`src/rtl/modn_fsm.sv`:
```
// Modulo-N up/down state counter with synchronous load, zero decode and wrap pulse.
// Define MODN_FSM_SATURATE_EN to saturate at 0 / N-1 instead of wrapping.
module modn_fsm #(
    parameter int unsigned N = 5,
    localparam int unsigned W = (N > 1) ? $clog2(N) : 1
) (
    input  logic         CLK,
    input  logic         R,
    input  logic         A,
    input  logic         DIR,
    input  logic         LD,
    input  logic [W-1:0] D,
    output logic [W-1:0] Q,
    output logic         Y,
    output logic         TC
);

    localparam int unsigned WE = W + 1;

    localparam logic [W-1:0]  STATE_FIRST = '0;
    localparam logic [W-1:0]  STATE_LAST  = W'(N - 1);
    localparam logic [WE-1:0] LAST_EXT    = WE'(N - 1);
    localparam logic [WE-1:0] MOD_EXT     = WE'(N);

    logic [W-1:0]  qNext;
    logic          tcNext;
    logic [WE-1:0] qExt;
    logic [WE-1:0] dExt;

    assign qExt = {1'b0, Q};
    assign dExt = {1'b0, D};

    // State register
    always_ff @(posedge CLK or posedge R) begin
        if (R) begin
            Q  <= STATE_FIRST;
            TC <= 1'b0;
        end else begin
            Q  <= qNext;
            TC <= tcNext;
        end
    end

    // Next state: load beats step beats hold; out-of-range states recover to 0
    always_comb begin
        qNext  = Q;
        tcNext = 1'b0;
        if (LD) begin
            qNext = (dExt < MOD_EXT) ? D : STATE_LAST;
        end else if (A) begin
            if (qExt > LAST_EXT) begin
                qNext = STATE_FIRST;
            end else if (!DIR) begin
                if (qExt == LAST_EXT) begin
`ifdef MODN_FSM_SATURATE_EN
                    qNext  = STATE_LAST;
`else
                    qNext  = STATE_FIRST;
`endif
                    tcNext = 1'b1;
                end else begin
                    qNext = W'(qExt + WE'(1));
                end
            end else begin
                if (Q == STATE_FIRST) begin
`ifdef MODN_FSM_SATURATE_EN
                    qNext  = STATE_FIRST;
`else
                    qNext  = STATE_LAST;
`endif
                    tcNext = 1'b1;
                end else begin
                    qNext = W'(qExt - WE'(1));
                end
            end
        end
    end

    assign Y = (Q == STATE_FIRST);

endmodule

```
`config.mk`:
```
export PLATFORM = sky130hd
export DESIGN_NAME = modn_fsm
export DESIGN_NICKNAME = d
export VERILOG_FILES = /design/src/rtl/modn_fsm.sv
export SDC_FILE = /design/constraint.sdc
export NUM_CORES = 1
export LEC_CHECK = 0
export CAP_MARGIN = 20
export CORE_AREA = 2 2 39 41
export DETAILED_ROUTE_END_ITERATION = 8
export DIE_AREA = 0 0 41 43
export GPL_TIMING_DRIVEN = 0
export PLACE_DENSITY = 0.56
export SLEW_MARGIN = 20
export SYNTH_ARGS = -nofsm -noshare
export SYNTH_HDL_FRONTEND = slang
export SYNTH_SLANG_ARGS = --single-unit
```
`constraint.sdc`:
```
create_clock -name CLK -period 2.11 [get_ports CLK]
set_input_delay 0.422 -clock CLK [delete_from_list [all_inputs] [get_ports CLK]]
set_output_delay 0.422 -clock CLK [all_outputs]
set_load 0.02 [all_outputs]
```
Word-level counts from Yosys, hierarchy flattened
Cells that the tools add are included.
- bits in registers: 4
- bits of input ports: 8
- output and inout bits: 5
- logic and storage cells: 22
- add/subtract/negate cells: 2
- magnitude comparators: 2
- equal/unequal tests: 1
- muxes and demuxes: 13
- reduce and logical (&&, ||, !) cells: 2
- operator list (kind ; count):
    2-to-1 mux 3 bit ; 7
    2-to-1 mux 1 bit ; 6
    adder 3 x 1 -> 3 bit (second input constant) ; 1
    equality test 3 bit (second input constant) ; 1
    greater-than comparator 3 bit (second input constant) ; 1
    logical NOT 3 bit ; 1
    less-than comparator 3 bit (second input constant) ; 1
    subtractor 3 x 1 -> 3 bit (second input constant) ; 1
    nonzero test 2 bit ; 1

Depth between registers and ports, before layout
- depth after elaboration: 6
- depth in mapped cells: 5
- mapped depth without buffers: 5

Least setup slack after synthesis
OpenSTA, ideal clock, no wires.
- path kind: flip-flop to output port
- from: reg Q[0]
- to: out Y
- arrival time: 1.027 ns
- required time: 1.688 ns
- path slack: 0.661 ns
- stages on the path, launching flop included: 4
- path buffers: 0
- cells stage by stage: dfrtp_1 -> inv_1 -> ha_1 -> and2b_1
- longest elaborated chain between the ends: 1
- RTL lines (what ; RTL line ; text):
    start: declaration ; 13 ; output logic [W-1:0] Q,
    start signal: assignment ; 39 ; Q <= qNext;
    logical NOT 3 bit ; 79 ; assign Y = (Q == STATE_FIRST);
    end: declaration ; 14 ; output logic Y,
Every way passes these cells.

Worst setup path in the final report
Same ends and word-level chain as after synthesis.

==> run metrics <==
status completed; placed insts 60; Cell variety after synth 22; Final setup viols 0; Synth Cell Area 301.5 um2; Max-Cap Viols 0; Synth Flop Type dfrtp_1; DRT Pass-1 Iters 4; Worst EP required 1.69 ns; RSZ-0062 raised after global routing no; slowest stage cell on the critical path dfrtp_1; final worst path period need about 1.9 ns; placed wire-length estimate 503.3 um; R2R cell count 5; Post-Route WL 678 um; critical path capture point type primary output; Worst Tran Pin Value around 0.27 ns; Highest Clock Rate 528.3 MHz; Final Hold Viols 0; synthesized flop and latch total 4; Die ar. 0.001763 mm2; relative slew slack 81.91%; setup_tns 0 ns; # diodes 0; LEAKAGE 0.2129 nW; share of layout cells above drive strength 1 10.64%; DRT antenna net count 0; initial DRC count 3; slowest stage delay, CP 0.42 ns; initial antenna violation count 0; clock skew between 0.003 and 0.004 ns; clock buffer depth 2; vias about 290; worst IR drop on VDD between 0.15 and 0.2 mV; Core ar. 0.001384 mm2; all-layer global routing usage 9.749%; chip width 41 um; Worst R2R End Q[0]; sequential share of the synthesized area about a third; most frequent cells in the layout 10 x clkdlybuf4s50_1, 6 x inv_1, 4 x dfrtp_1; Final Cycle Share 89.71%; CTS Buf Count 3; Initial Utilization between 20% and 30%; number of synthesized flops with an enable pin 0; Clk Latency, worst-skew pair 0.24 ns; PD cells 659.4 mW/mm2; Pins Over Slew Limit 0; global-route wire length before repair 1.124 mm; WP data arrival 1.47 ns; worst setup path class reg2out; routing usage on met1 12.58%; worst-path maximum fanout 5; Area Growth Syn to Fin 50.21%; Final GP Congestion just over 0.8; WP buf/inv 2; CP startpoint Q[0]; TritonCTS Sinks 4; crit path launch type register; post-DR vias/cell ~4.6; CP cell instances inv_1, ha_1, and2b_1, dlygate4sd2_1; DRC viols 0; most common cell after layout, fill and taps aside clkdlybuf4s50_1; drt wl/cell about 11 um; CTS clk-pin slew, worst paths 0.04 ns; min-delay worst type in2async; Ys Warns 0; GRT Max-Usage Layer met1; Nets 60; CTS Root Cell clkbuf_4; final non-filler cell total 63; pin count of the biggest net entering global routing 9; met2 usage between 10% and 20%; Mapped Cells 33; reg-to-reg slack, setup 0.75 ns; delay-heaviest family, CP flip-flops; Worst R2R Start Q[0]; Cell Rows 14; Die Y-Extent between 40 and 50 um; met3 usage 4.712%; vias in the first global route 289; # IOs 13; Async SR Flop Fraction 100.0%; CTS tree done; Mapped Nets 44; Port Buf Inserts 11; gr ovfl total 0; layout filler cell count 153; average cell area after synthesis a little over 9 um2; Post-CTS Setup Bufs 0; H-tree level count 1
## power by group
group,internal [mW],switching [mW],total [mW]
Clock,0.0637,0.0323,0.0960
Combinational,0.0540,0.0513,0.105
Sequential,0.0855,0.0118,0.0973
Total,0.203,0.0955,0.299
## metrics by stage
step | util [%] | instance area, um2 | setup WS (ns) | power [mW] | hold slack, ns
4_1_cts | 32.73 | 452.9 | 0.2096 | 0.3059 | 0.3582
3_3_place_gp | 31.19 | 431.7 | 0.2157 | 0.2065 | 0.5917
2_1_floorplan | - | 301.5 | 0.6609 | 0.1574 | 0.1881
6_report | 32.73 | 452.9 | 0.2172 | 0.2987 | 0.3657
3_5_place_dp | 31.19 | 431.7 | 0.2205 | 0.2055 | 0.5611
5_1_grt | 32.73 | 452.9 | 0.1365 | 0.3226 | 0.3836
## what timing repair did
item                                    in CTS  in global routing
endpoints found under the setup margin       1                  0
gates resized for setup                      1                  0
hold buffers                                 0                  0
## worst max-delay path by stage
stage	endpoint	slack, ns	cells after the start
final	Y	0.22	4
after detailed placement	Y	0.22	4
after global placement	Y	0.22	4
after floorplan	Y	0.66	3
after CTS	Y	0.21	4
after global routing	Y	0.14	4
## Yosys cell counts, types with 2 or more instances
master | number | area [um2]
dfrtp_1 | 4 | 100.1
ha_1 | 3 | 37.54
inv_1 | 6 | 22.52
o221ai_1 | 2 | 17.52
## registers in the layout, indices dropped and copies added (netlist names)
register	flops
TC	1
Q	3
## cell type report
cell class	count	area [um2]	area share, %
multi-input combinational	22	173.9	38.40
timing repair buffer	11	108.9	24.03
sequential	4	100.1	22.10
clock buffer	3	22.52	4.972
inverter	6	22.52	4.972
tap	16	20.02	4.420
buffer	1	5.005	1.105
## worst reg2reg max path: cells and delay by family (launching register included)
| family | cells | cell delay [ns] |
|---|---|---|
| DFF | 1 | 0.43 |
| buffers and inverters | 1 | 0.10 |
| and+or+nand+nor | 1 | 0.11 |
| AOI/OAI and AO/OA | 1 | 0.24 |
| adders and majority gates | 1 | 0.23 |
| xor gates and xnor gates | 1 | 0.14 |
## layer usage
layer	part of all wire (%)	vias to the layer above	wire length, um
li1	-	146	-
met1	52	127	353
met2	39	14	265
met3	8.7	0	59
met4	0	0	0
met5	0	-	0
## cell families (layout without fill, tap and decap cells)
logic type      Yosys count  count (layout)  share of synthesized area [%]
mux                       1               1                          3.320
buf+inv                   7              21                          9.127
xor+xnor                  2               2                          5.810
simple gates              8               8                          16.19
fa+ha+maj                 3               3                          12.45
compound gates            8               8                          19.92
flops                     4               4                          33.20
Note: power is estimated with default switching activity, not from simulation.
